File: config.mk
export PLATFORM = sky130hd
export DESIGN_NAME = imm_ext_pipe
export DESIGN_NICKNAME = d
export VERILOG_FILES = /design/src/rtl/imm_pkg.sv /design/src/rtl/imm_decode.sv /design/src/rtl/imm_ext_pipe.sv
export SDC_FILE = /design/constraint.sdc
export NUM_CORES = 1
export LEC_CHECK = 0
export ABC_AREA = 1
export BUFFER_PORTS_ARGS = -buffer_cell sky130_fd_sc_hd__buf_4
export CAP_MARGIN = 20
export CELL_PAD_IN_SITES_DETAIL_PLACEMENT = 0
export CELL_PAD_IN_SITES_GLOBAL_PLACEMENT = 2
export CORE_MARGIN = 4
export CORE_UTILIZATION = 33
export DETAILED_ROUTE_END_ITERATION = 16
export GPL_ROUTABILITY_DRIVEN = 0
export PLACE_DENSITY_LB_ADDON = 0.1
export SETUP_SLACK_MARGIN = 0.05
export SYNTH_ARGS = -nofsm -noshare
export SYNTH_HDL_FRONTEND = slang
export SYNTH_SLANG_ARGS = --single-unit
File: constraint.sdc
create_clock -name clk -period 1.7 [get_ports clk]
set_clock_uncertainty 0.05 [all_clocks]
set_input_delay 0.34 -clock clk [delete_from_list [all_inputs] [get_ports clk]]
set_output_delay 0.34 -clock clk [all_outputs]
set_load 0.01 [all_outputs]
File: src/rtl/imm_pkg.sv
// Shared definitions for the immediate-extension pipeline: format encoding,
// major-opcode (inst[6:2]) constants and the datapath-width legality check.
package imm_pkg;

  typedef enum logic [2:0] {
    FMT_NONE = 3'd0,
    FMT_I    = 3'd1,
    FMT_S    = 3'd2,
    FMT_B    = 3'd3,
    FMT_U    = 3'd4,
    FMT_J    = 3'd5,
    FMT_Z    = 3'd6
  } imm_fmt_e;

  localparam logic [4:0] OP_LOAD    = 5'b00000;
  localparam logic [4:0] OP_OP_IMM  = 5'b00100;
  localparam logic [4:0] OP_AUIPC   = 5'b00101;
  localparam logic [4:0] OP_IMM_32  = 5'b00110;
  localparam logic [4:0] OP_STORE   = 5'b01000;
  localparam logic [4:0] OP_LUI     = 5'b01101;
  localparam logic [4:0] OP_BRANCH  = 5'b11000;
  localparam logic [4:0] OP_JALR    = 5'b11001;
  localparam logic [4:0] OP_JAL     = 5'b11011;
  localparam logic [4:0] OP_SYSTEM  = 5'b11100;

  function automatic bit xlen_legal(input int xlen);
    return (xlen == 32) || (xlen == 64);
  endfunction

endpackage

File: src/rtl/imm_decode.sv
// Combinational immediate decoder.
// Ports: inst   - raw 32-bit instruction word
//        imm    - immediate extended to XLEN (0 for NONE / illegal)
//        fmt    - decoded immediate format
//        illegal- inst[1:0] != 2'b11 (compressed or invalid encoding)
module imm_decode
  import imm_pkg::*;
#(
  parameter int XLEN    = 32,
  parameter int EN_ZIMM = 1
) (
  input  logic [31:0]     inst,
  output logic [XLEN-1:0] imm,
  output imm_fmt_e        fmt,
  output logic            illegal
);

  // Built at 64 bits for every XLEN and truncated, so the U-format sign
  // extension needs no zero-width replication when XLEN=32.
  logic [63:0] wide;

  assign illegal = (inst[1:0] != 2'b11);

  // NOTE: every signal assigned in always_comb gets a default first so no
  // path through the block can leave it holding state (a latch).
  always_comb begin
    fmt = FMT_NONE;
    if (!illegal) begin
      case (inst[6:2])
        OP_LOAD, OP_OP_IMM, OP_JALR: fmt = FMT_I;
        OP_IMM_32:                   if (XLEN == 64) fmt = FMT_I;
        OP_STORE:                    fmt = FMT_S;
        OP_BRANCH:                   fmt = FMT_B;
        OP_LUI, OP_AUIPC:            fmt = FMT_U;
        OP_JAL:                      fmt = FMT_J;
        OP_SYSTEM:                   if ((EN_ZIMM != 0) && inst[14]) fmt = FMT_Z;
        default:                     fmt = FMT_NONE;
      endcase
    end
  end

  always_comb begin
    wide = '0;
    case (fmt)
      FMT_I: wide = {{52{inst[31]}}, inst[31:20]};
      FMT_S: wide = {{52{inst[31]}}, inst[31:25], inst[11:7]};
      FMT_B: wide = {{51{inst[31]}}, inst[31], inst[7], inst[30:25], inst[11:8], 1'b0};
      FMT_U: wide = {{32{inst[31]}}, inst[31:12], 12'b0};
      FMT_J: wide = {{43{inst[31]}}, inst[31], inst[19:12], inst[20], inst[30:21], 1'b0};
      FMT_Z: wide = {59'b0, inst[19:15]};
      default: wide = '0;
    endcase
  end

  assign imm = wide[XLEN-1:0];

endmodule

File: src/rtl/imm_ext_pipe.sv
// Immediate-extension pipeline: decodes the incoming instruction and holds
// the decoded result in a 2-entry FIFO (skid buffer) with valid/ready on
// both sides. Latency is one cycle from the accepting edge to out_valid.
// Ports: clk, rst_n (async active-low), flush (drop all entries),
//        in_valid/in_ready/in_inst   - upstream handshake and instruction
//        out_valid/out_ready         - downstream handshake
//        out_imm/out_fmt/out_inst/out_illegal - head entry of the FIFO
module imm_ext_pipe
  import imm_pkg::*;
#(
  parameter int XLEN    = 32,
  parameter int EN_ZIMM = 1
) (
  input  logic            clk,
  input  logic            rst_n,
  input  logic            flush,
  input  logic            in_valid,
  output logic            in_ready,
  input  logic [31:0]     in_inst,
  output logic            out_valid,
  input  logic            out_ready,
  output logic [XLEN-1:0] out_imm,
  output logic [2:0]      out_fmt,
  output logic [31:0]     out_inst,
  output logic            out_illegal
);

  if (!xlen_legal(XLEN)) begin : g_bad_xlen
    $error("imm_ext_pipe: XLEN must be 32 or 64");
  end

  typedef struct packed {
    logic [XLEN-1:0] imm;
    imm_fmt_e        fmt;
    logic [31:0]     inst;
    logic            illegal;
  } entry_t;

  entry_t     dec;
  entry_t     mem [2];
  logic       wr_ptr;
  logic       rd_ptr;
  logic [1:0] count;
  logic       push;
  logic       pop;

  imm_decode #(
    .XLEN    (XLEN),
    .EN_ZIMM (EN_ZIMM)
  ) u_decode (
    .inst    (in_inst),
    .imm     (dec.imm),
    .fmt     (dec.fmt),
    .illegal (dec.illegal)
  );
  assign dec.inst = in_inst;

  // Ready depends only on the registered count, so no combinational path
  // exists from in_valid or out_ready to in_ready.
  assign in_ready  = (count != 2'd2);
  assign out_valid = (count != 2'd0);
  assign push      = in_valid && in_ready && !flush;
  assign pop       = out_valid && out_ready && !flush;

  // NOTE: the two storage entries are reset too, because the output fields
  // read the head entry directly and must be zero while in reset.
  always_ff @(posedge clk or negedge rst_n) begin
    if (!rst_n) begin
      count  <= 2'd0;
      wr_ptr <= 1'b0;
      rd_ptr <= 1'b0;
      for (int i = 0; i < 2; i++) mem[i] <= '0;
    end else if (flush) begin
      count  <= 2'd0;
      wr_ptr <= 1'b0;
      rd_ptr <= 1'b0;
    end else begin
      // NOTE: non-blocking assignments keep every register update based on
      // pre-edge values, whatever order the statements appear in.
      if (push) begin
        mem[wr_ptr] <= dec;
        wr_ptr      <= ~wr_ptr;
      end
      if (pop) rd_ptr <= ~rd_ptr;
      case ({push, pop})
        2'b10:   count <= count + 2'd1;
        2'b01:   count <= count - 2'd1;
        default: count <= count;
      endcase
    end
  end

  assign out_imm     = mem[rd_ptr].imm;
  assign out_fmt     = mem[rd_ptr].fmt;
  assign out_inst    = mem[rd_ptr].inst;
  assign out_illegal = mem[rd_ptr].illegal;

endmodule

==> metrics.txt, run 1 <==
area of the die=23,100 um^2; maximum vdd ir drop=between 0.0006 and 0.0007 V; outcome=finished, violations left; critical path data required time=around 1.3 ns; Slew @ Worst Pin=approximately 0.55 ns; Worst setup SP type=register; H-tree levels=4; number of nets in the synthesized netlist=918; number of I/O port buffers=roughly 110; Setup-failing EPs final=68; Iter 0 DRT Violations=409; EDFF count, synth=0; sum of routed wire length over all layers=21,500 um; reported leakage power=0.00472 uW; Synth Register Bits=140; remaining design rule violation count=0; Max FO, Critical Path=28; peak per-stage delay on the critical path=roughly 0.46 ns; cell chain of the critical path=inv_8, buf_16, nand2_1, o21ai_1, buf_4; cell row count=52; fmax=approximately 520 MHz; Routed WL per cell=16.7 um; share of synthesized area occupied by flip-flops and latches=between 50% and 60%; number of buffers created by CTS=17; antenna violations before repair=0; ANT nets after route=0; global-route wire length before repair=33,200 um; antenna cells=0; Cells after Synth=between 800 and 900; vias in the first global route=a little under 6,000; max-slew headroom at the worst pin=63.3%; Hold Path Class=input port to register; TritonCTS sink count=140; number of hold-slack violations in the final timing report=0; root buffer selected by CTS=sky130_fd_sc_hd__clkbuf_16; Top delay family on crit path=flip-flops; top_reg_cell synth=sky130_fd_sc_hd__dfrtp_1; maximum number of pins on one net before global-route repair=95; Via Count=6,042; via count normalized by instance count=approximately 4.7; clk buf depth=2; die height=152 um; average instance area after synthesis=a little under 8 um^2; overall die width=about 150 um; post-detailed-placement half-perimeter wirelength=around 14,000 um; failing checks=setup timing; CP Capture Type=output pin; global-route usage over all layers=18.0%; effective utilization at floorplan=33.7%; count of TritonRoute iterations in the first routing pass=5; arrival time reported for the critical path endpoint=1.52 ns; clock latency of the later-clocked register in the worst-skew pair=between 0.4 and 0.5 ns; layout cells sized above 1=roughly 28%; post-layout net count=1,040; TritonCTS clock tree=done; total grt overflow=0; Slowest cell on crit path=sky130_fd_sc_hd__dfrtp_2; placeable core region=between 20,000 and 25,000 um^2; final worst slack=-0.207 ns; total power=between 10,000 and 15,000 uW; synthesized area=6860 um^2; Critical Setup Path Class=register to output pin; number of top-level pins=between 100 and 150; fin crit period=approximately 1.9 ns; DP Worst Slack=-0.209 ns; leading cell type in the layout, fill and taps excluded=sky130_fd_sc_hd__nand2_1; max cap viols=0; Post-synth ARST share=100%; most used cells in the layout excluding fill and tap cells=365 x sky130_fd_sc_hd__nand2_1, 139 x sky130_fd_sc_hd__dfrtp_1, 120 x sky130_fd_sc_hd__buf_4; final worst-path cycle share=112%; buffers plus inverters on the worst setup path=3; Clock transition at path regs=around 0.060 ns; synthesis-to-layout area growth=34.6%; power density normalized to cell area=between 1000 and 1500 nW/um^2; Final Max Slew Viols=0; number of warnings issued by yosys=0; RSZ-0062 raised after global routing=true; post-synthesis cell type count=28
logic make-up after synthesis:
| family | synth area share [%] |
|---|---|
| and+or+nand+nor | 29.3 |
| AOI/OAI and AO/OA | 11.7 |
| buffers and inverters | 7.74 |
| xor gates and xnor gates | 0.128 |
| DFF | 51.1 |
final timing paths:
check / slack (ns) / cells past startpoint / end / from
max: -0.21 / 5 / out_inst[24] / rd_ptr
min: 0.09 / 3 / mem[13] / in_inst[12]
max reg2reg: 0.11 / 11 / mem[102] / count[0]
min reg2reg: 0.42 / 2 / mem[79] / mem[79]
max in group asynchronous: 0.67 / 3 / mem[54] / rst_n
min in group asynchronous: 0.22 / 2 / mem[11] / rst_n
where the power goes:
group          switching [uW]  total, uW  internal, uW
combinational            2250       4030          1780
sequential                392       4590          4200
clock                    1500       3650          2150
total                    4150      12300          8120
what timing repair did:
action	CTS	global route
hold buffers	1	0
pin swaps	2	4
gates resized for setup	62	45
hold endpoints to repair	140	0
setup buffers	2	1
cloned	2	6
endpoints found under the setup margin	88	187
tightest hold or removal path: stages:
cell                      delay, ns
sky130_fd_sc_hd__buf_4         0.08
sky130_fd_sc_hd__nand2_1       0.04
sky130_fd_sc_hd__o21ai_0       0.05
metrics by stage:
step / hold slack (ns) / util (%) / cell area, um^2 / cells / setup TNS [ns]
after global routing: 0.0840 / 45.3 / 9230 / 1286 / -15.81
after CTS: 0.0733 / 43.9 / 8950 / 1279 / -12.60
after detailed placement: 0.0775 / 40.4 / 8220 / 1242 / -7.97
after floorplan: -0.00559 / - / 6860 / 881 / 0
final: 0.0855 / 45.3 / 9230 / 1286 / -10.90
after global placement: 0.0772 / 40.4 / 8220 / 1242 / -5.35
metal layers:
layer  global-route usage [%]  vias to the layer above  part of all wire (%)
li1                         -                     3017                     -
met1                     26.6                     2896                    51
met2                     27.3                      117                    45
met3                     3.35                       12                   3.6
met4                     4.28                        0                  0.70
met5                        0                        -                     0
final cells by class:
class                   instances  area [um^2]
clock buffers                  21          470
clock inverters                11          109
fillers                      2017        11100
inverters                      75          297
multi-input cells             616         2970
flip-flops and latches        140         3500
well taps                     270          338
repair buffers                153         1540
synthesized netlist by cell type (2+ instances only):
cell	count	area (um^2)
sky130_fd_sc_hd__buf_2	14	70.1
sky130_fd_sc_hd__nand2_1	397	1490
sky130_fd_sc_hd__inv_2	9	33.8
sky130_fd_sc_hd__o21ai_1	25	125
sky130_fd_sc_hd__nor2_4	3	33.8
sky130_fd_sc_hd__nand4_1	2	12.5
sky130_fd_sc_hd__dfrtp_1	140	3500
sky130_fd_sc_hd__o21ai_0	104	521
sky130_fd_sc_hd__buf_6	5	56.3
sky130_fd_sc_hd__inv_1	63	236
sky130_fd_sc_hd__o211ai_1	5	37.5
sky130_fd_sc_hd__a21oi_1	2	10.0
sky130_fd_sc_hd__nor2_1	9	33.8
sky130_fd_sc_hd__nand2_2	9	56.3
sky130_fd_sc_hd__clkbuf_1	30	113
sky130_fd_sc_hd__nand3_1	32	160
sky130_fd_sc_hd__nand4_4	2	42.5
sky130_fd_sc_hd__o211ai_2	8	100
sky130_fd_sc_hd__nand4_2	10	125
sky130_fd_sc_hd__nor2_2	3	18.8
sky130_fd_sc_hd__clkinv_1	2	7.51
state kept, by name (all words and copies together), names as in the netlist:
| signal | cells |
|---|---|
| rd_ptr | 1 |
| mem | 136 |
| count | 2 |
| wr_ptr | 1 |
No activity file was read; power rests on OpenSTA's default activity.
==> run 2, diff against run 1 <==
- CORE_UTILIZATION: 33 -> 35
- clock period: 1.7 -> 2.3 ns (I/O delays scaled with it)
==> metrics.txt, run 2 (synthesis gave the netlist of run 1 again) <==
outcome=complete, no violations; number of hold-slack violations in the final timing report=0 (unchanged); cell chain of the critical path=inv_2, buf_4, nand2_1, o21ai_0, buf_4; registers with the most flip-flops=mem x136, count x2; non-filler instance count after layout=1,245 (-3.2%); Slew @ Worst Pin=1.02 ns (+0.474 ns); number of flip-flops in the largest register=136 (unchanged); count of TritonRoute iterations in the first routing pass=5 (unchanged); count of cells resized by post-cts repair=0 (-100%); H-tree levels=4 (unchanged); via count normalized by instance count=4.75 (+1.1%); utilization after layout=45.0% (-0.35 points); ANT nets after route=0 (unchanged); Crit path top cell by count=sky130_fd_sc_hd__buf_4; Top delay family on crit path=buffers and inverters; buffers plus inverters on the worst setup path=3 (unchanged); fmax=around 460 MHz; clock latency of the later-clocked register in the worst-skew pair=0.41 ns (about the same); maximum number of pins on one net before global-route repair=92 (-3.2%); sum of routed wire length over all layers=19,900 um (-7.7%); clk buf depth=2 (unchanged); Worst setup SP type=register; Max FO, Critical Path=21 (-25%); Iter 0 DRT Violations=455 (+11%); startpoint of the worst-slack reg-to-reg timing path=count[0]; max cap viols=0 (unchanged); fin crit period=approximately 2.2 ns; post-detailed-placement half-perimeter wirelength=13,300 um (-3.4%); final worst slack=0.138 ns (+0.345 ns); TritonCTS sink count=140 (unchanged); number of buffers created by CTS=17 (unchanged); setup bufs post-CTS=0 (-2); leading cell type in the layout, fill and taps excluded=sky130_fd_sc_hd__nand2_1; cell row count=50 (-3.8%); placeable core region=19,000 um^2 (-6.9%); number of I/O port buffers=106 (unchanged); antenna cells=0 (unchanged); Final Max Slew Viols=0 (unchanged); final worst-path cycle share=about 94%; maximum vdd ir drop=0.000520 V (-22%); TritonCTS clock tree=done; Clock transition at path regs=0.06 ns (about the same); arrival time reported for the critical path endpoint=1.65 ns (+0.13 ns); Setup-failing EPs final=0 (-100%); critical path data required time=1.79 ns (+0.48 ns); synthesis-to-layout area growth=24.3%; area of the die=21,900 um^2 (-5.4%); startpoint of the lowest-slack hold path=in_inst[12]; antenna violations before repair=0 (unchanged); Placed Cells=1,212 (-2.4%); number of top-level pins=107 (unchanged); Hold Path Class=input port to register; max-slew headroom at the worst pin=31.2% (-32 points); register with the most flip-flops=mem; power density normalized to cell area=1010 nW/um^2 (-24%); reported leakage power=0.00444 uW (-5.9%); global-route usage over all layers=18.7% (+0.73 points); most used cells in the layout excluding fill and tap cells=397 x sky130_fd_sc_hd__nand2_1, 140 x sky130_fd_sc_hd__dfrtp_1, 115 x sky130_fd_sc_hd__buf_4; RSZ-0062 raised after global routing=true; Slowest cell on crit path=sky130_fd_sc_hd__dfrtp_1; Critical Setup Path Class=register to output pin; Routed WL per cell=16.0 um (-4.6%); post-layout net count=1,009 (-3.0%); start point of the critical path=rd_ptr; vias in the first global route=5,915 (+1.1%); remaining design rule violation count=0 (unchanged); DP Worst Slack=-0.113 ns (+0.0958 ns); root buffer selected by CTS=sky130_fd_sc_hd__clkbuf_16; layout cells sized above 1=20.4% (-7.3 points); overall die width=148 um (-2.7%); Via Count=5,914 (-2.1%); effective utilization at floorplan=36.2% (+2.5 points); die height=148 um (-2.7%); global-route wire length before repair=32,500 um (-2.3%); peak per-stage delay on the critical path=0.42 ns (-0.04 ns); total grt overflow=0 (unchanged); CP Capture Type=output pin
==> run 2: cell types whose count changed in the layout (fill, tap and decap cells not counted), sizes merged <==
cell      previous run  this run
buf                147       121
clkinvlp             4         0
inv                 76        73
clkinv               5         7
bufinv               1         2
clkbuf              26        25
==> run 2: final cells by class <==
class	instances	area, um^2
flip-flops and latches	140	3500
repair buffers	122	985
clock buffers	25	505
inverters	75	284
well taps	260	325
fillers	1892	10400
multi-input cells	616	2840
clock inverters	7	85.1
==> run 2: per-stage QoR <==
step | TNS, ns | hold WS [ns] | power [uW] | area (um^2)
after floorplan | 0 | 0.114 | 4730 | 6860
after global placement | -2.40 | 0.340 | 5880 | 7920
after detailed placement | -1.36 | 0.341 | 5930 | 7920
after CTS | 0 | 0.200 | 8720 | 8520
after global routing | 0 | 0.221 | 9180 | 8520
final | 0 | 0.214 | 8600 | 8520
==> run 2: power by group <==
group | internal [uW] | total (uW) | switching [uW]
Sequential | 3100 | 3370 | 264
Clock | 1730 | 2760 | 1030
Combinational | 1010 | 2470 | 1470
==> run 2: worst paths after layout <==
| check | endpoint | slack, ns | cells past startpoint |
|---|---|---|---|
| setup / recovery | out_inst[30] | 0.14 | 5 |
| hold / removal | mem[13] | 0.21 | 3 |
| setup reg to reg | mem[35] | 0.37 | 8 |
| hold reg to reg | mem[89] | 0.42 | 2 |
| max in group asynchronous | mem[133] | 1.03 | 3 |
| min in group asynchronous | mem[10] | 0.46 | 2 |
==> run 2: tightest hold or removal path, stage by stage <==
cell	delay [ns]
sky130_fd_sc_hd__buf_4	0.08
sky130_fd_sc_hd__nand2_1	0.04
sky130_fd_sc_hd__o21ai_0	0.06
==> run 2: timing repair <==
action	4_1_cts	5_1_grt
setup endpoints to repair	0	4
endpoints found under the hold margin	34	0
hold buffers	1	0
==> run 2: layer usage <==
| layer | vias up | GRT usage (%) | wire length (um) |
|---|---|---|---|
| met5 | - | 0 | 0 |
| li1 | 2953 | - | - |
| met2 | 154 | 28.0 | 8750 |
| met4 | 0 | 6.10 | 375 |
| met1 | 2782 | 27.4 | 9810 |
| met3 | 25 | 3.40 | 923 |
==> run 3, diff against run 2 <==
- PLACE_DENSITY: unset -> 0.91
- PLACE_DENSITY_LB_ADDON: 0.1 -> unset
==> metrics.txt, run 3 (synthesis gave the netlist of run 1 again) <==
placed standard-cell area=8010 um^2 (+1.0%); final worst-path cycle share=95.9% (+1.9 points); met2 routing resource usage after global routing=27.4% (-0.59 points); clk buf depth=2 (unchanged); power density normalized to cell area=996 nW/um^2 (-1.3%); count of TritonRoute iterations in the first routing pass=5 (unchanged); number of top-level pins=107 (unchanged); Max FO, Critical Path=46 (+120%); via count normalized by instance count=4.70 (-1.0%); overall die width=148 um (unchanged); number of I/O port buffers=106 (unchanged); Hold Path Class=input port to register; most used routing layer=met2; global-route track usage on met1=25.9% (-1.5 points); TritonCTS sink count=140 (unchanged); maximum number of pins on one net before global-route repair=79 (-14%); Top delay family on crit path=flip-flops; most used cells in the layout excluding fill and tap cells=397 x sky130_fd_sc_hd__nand2_1, 140 x sky130_fd_sc_hd__dfrtp_1, 110 x sky130_fd_sc_hd__buf_4; die height=148 um (unchanged); Final Max Slew Viols=0 (unchanged); arrival time reported for the critical path endpoint=1.70 ns (+0.05 ns); number of buffers created by CTS=17 (unchanged); cell row count=50 (unchanged); antenna cells=0 (unchanged); registers with the most flip-flops=mem x136, count x2; Via Count=5,852 (-1.0%); cell chain of the critical path=buf_12, o21ai_0, buf_4; root buffer selected by CTS=sky130_fd_sc_hd__clkbuf_16; post-detailed-placement half-perimeter wirelength=12,800 um (-4.1%); startpoint of the worst-slack reg-to-reg timing path=count[0]; fmax=453 MHz (-2.0%); startpoint of the lowest-slack hold path=in_inst[0]; maximum vdd ir drop=0.000511 V (-1.6%); Worst setup SP type=register; met3 global-route usage=3.22% (-0.18 points); summed negative setup slack over all endpoints=0 ns (unchanged); setup bufs post-CTS=0 (unchanged); fin crit period=2.21 ns (+0.0441 ns); synthesis-to-layout area growth=25.5%; DP Worst Slack=-0.0560 ns (+0.0575 ns); buffers plus inverters on the worst setup path=2 (-1); area of the die=21,900 um^2 (unchanged); layout cells sized above 1=20.5% (+0.10 points); sum of routed wire length over all layers=19,400 um (-2.4%); remaining design rule violation count=0 (unchanged); outcome=complete, no violations; global-route wire length before repair=31,300 um (-3.5%); max-slew headroom at the worst pin=29.4% (-1.8 points); antenna violations before repair=0 (unchanged); register with the most flip-flops=mem; peak per-stage delay on the critical path=0.42 ns (about the same); number of flip-flops in the largest register=136 (unchanged); start point of the critical path=rd_ptr; Critical Setup Path Class=register to output pin; Routed WL per cell=15.6 um (-2.4%); Slew @ Worst Pin=1.05 ns (+0.0267 ns); TritonCTS clock tree=done; clock latency of the later-clocked register in the worst-skew pair=0.42 ns (about the same); vias in the first global route=5,817 (-1.7%); Filler Cell Count=1,931 (+2.1%); CP Capture Type=output pin; number of hold-slack violations in the final timing report=0 (unchanged); total grt overflow=0 (unchanged); global-route usage over all layers=18.1% (-0.64 points); effective utilization at floorplan=36.2% (unchanged); total power=8580 uW (-0.28%); Iter 0 DRT Violations=354 (-22%); Non-Filler Cell Area, Final=8610 um^2 (+0.98%); post-layout net count=1,011 (+0.20%); Slowest cell on crit path=sky130_fd_sc_hd__dfrtp_1; Clock transition at path regs=0.06 ns (about the same); Setup-failing EPs final=0 (unchanged); placeable core region=19,000 um^2 (unchanged); critical path data required time=1.79 ns (about the same); final worst slack=0.0937 ns (-0.0441 ns); H-tree levels=4 (unchanged); max cap viols=0 (unchanged); reported leakage power=0.00447 uW (+0.77%); leading cell type in the layout, fill and taps excluded=sky130_fd_sc_hd__nand2_1; ANT nets after route=0 (unchanged); RSZ-0062 raised after global routing=false
[run 3: final timing paths]
kind | endpoint | slack [ns] | cells after the start
worst max-delay path | out_imm[11] | 0.09 | 3
worst min-delay path | mem[69] | 0.22 | 3
worst max register to register | mem[16] | 0.65 | 9
worst min register to register | mem[79] | 0.42 | 2
min in group asynchronous | count[1] | 0.47 | 2
max in group asynchronous | mem[90] | 1.08 | 3
[run 3: final cells by class]
type	count	area, um^2	share of cell area [%]
sequential	140	3500	40.7
clock buffer	22	474	5.51
multi-input combinational	616	2840	32.9
tap	260	325	3.78
clock inverter	8	92.6	1.08
timing repair buffer	124	1090	12.7
inverter	75	284	3.30
[run 3: stage by stage]
| step | cells | hold WS, ns | utilization, % |
|---|---|---|---|
| finish | 1245 | 0.219 | 45.4 |
| floorplan | 881 | 0.114 | - |
| CTS | 1244 | 0.205 | 45.3 |
| global route | 1245 | 0.216 | 45.4 |
| global placement | 1213 | 0.365 | 42.2 |
| detailed placement | 1213 | 0.371 | 42.2 |
[run 3: routing by layer]
layer / routed length [um] / part of all wire (%)
met5: 0 / 0
met4: 329 / 1.7
met3: 760 / 3.9
met2: 8610 / 44
met1: 9690 / 50
[run 3: worst reg2reg max path: cells and delay by family, from the launching register on]
| family | cells | cell delay [ns] |
|---|---|---|
| AOI/OAI and AO/OA | 1 | 0.09 |
| buffers and inverters | 3 | 0.46 |
| DFF | 1 | 0.36 |
| and+or+nand+nor | 5 | 0.59 |
[run 3: where the power goes]
part           internal (uW)  switching, uW  total (uW)
Combinational           1060           1480        2540
Clock                   1660           1010        2670
Sequential              3100            261        3370
[run 3: what timing repair did]
action / in CTS / in global routing
hold endpoints to repair: 40 / 0
gates resized for setup: 0 / 1
setup endpoints to repair: 0 / 1
hold buffers: 1 / 0
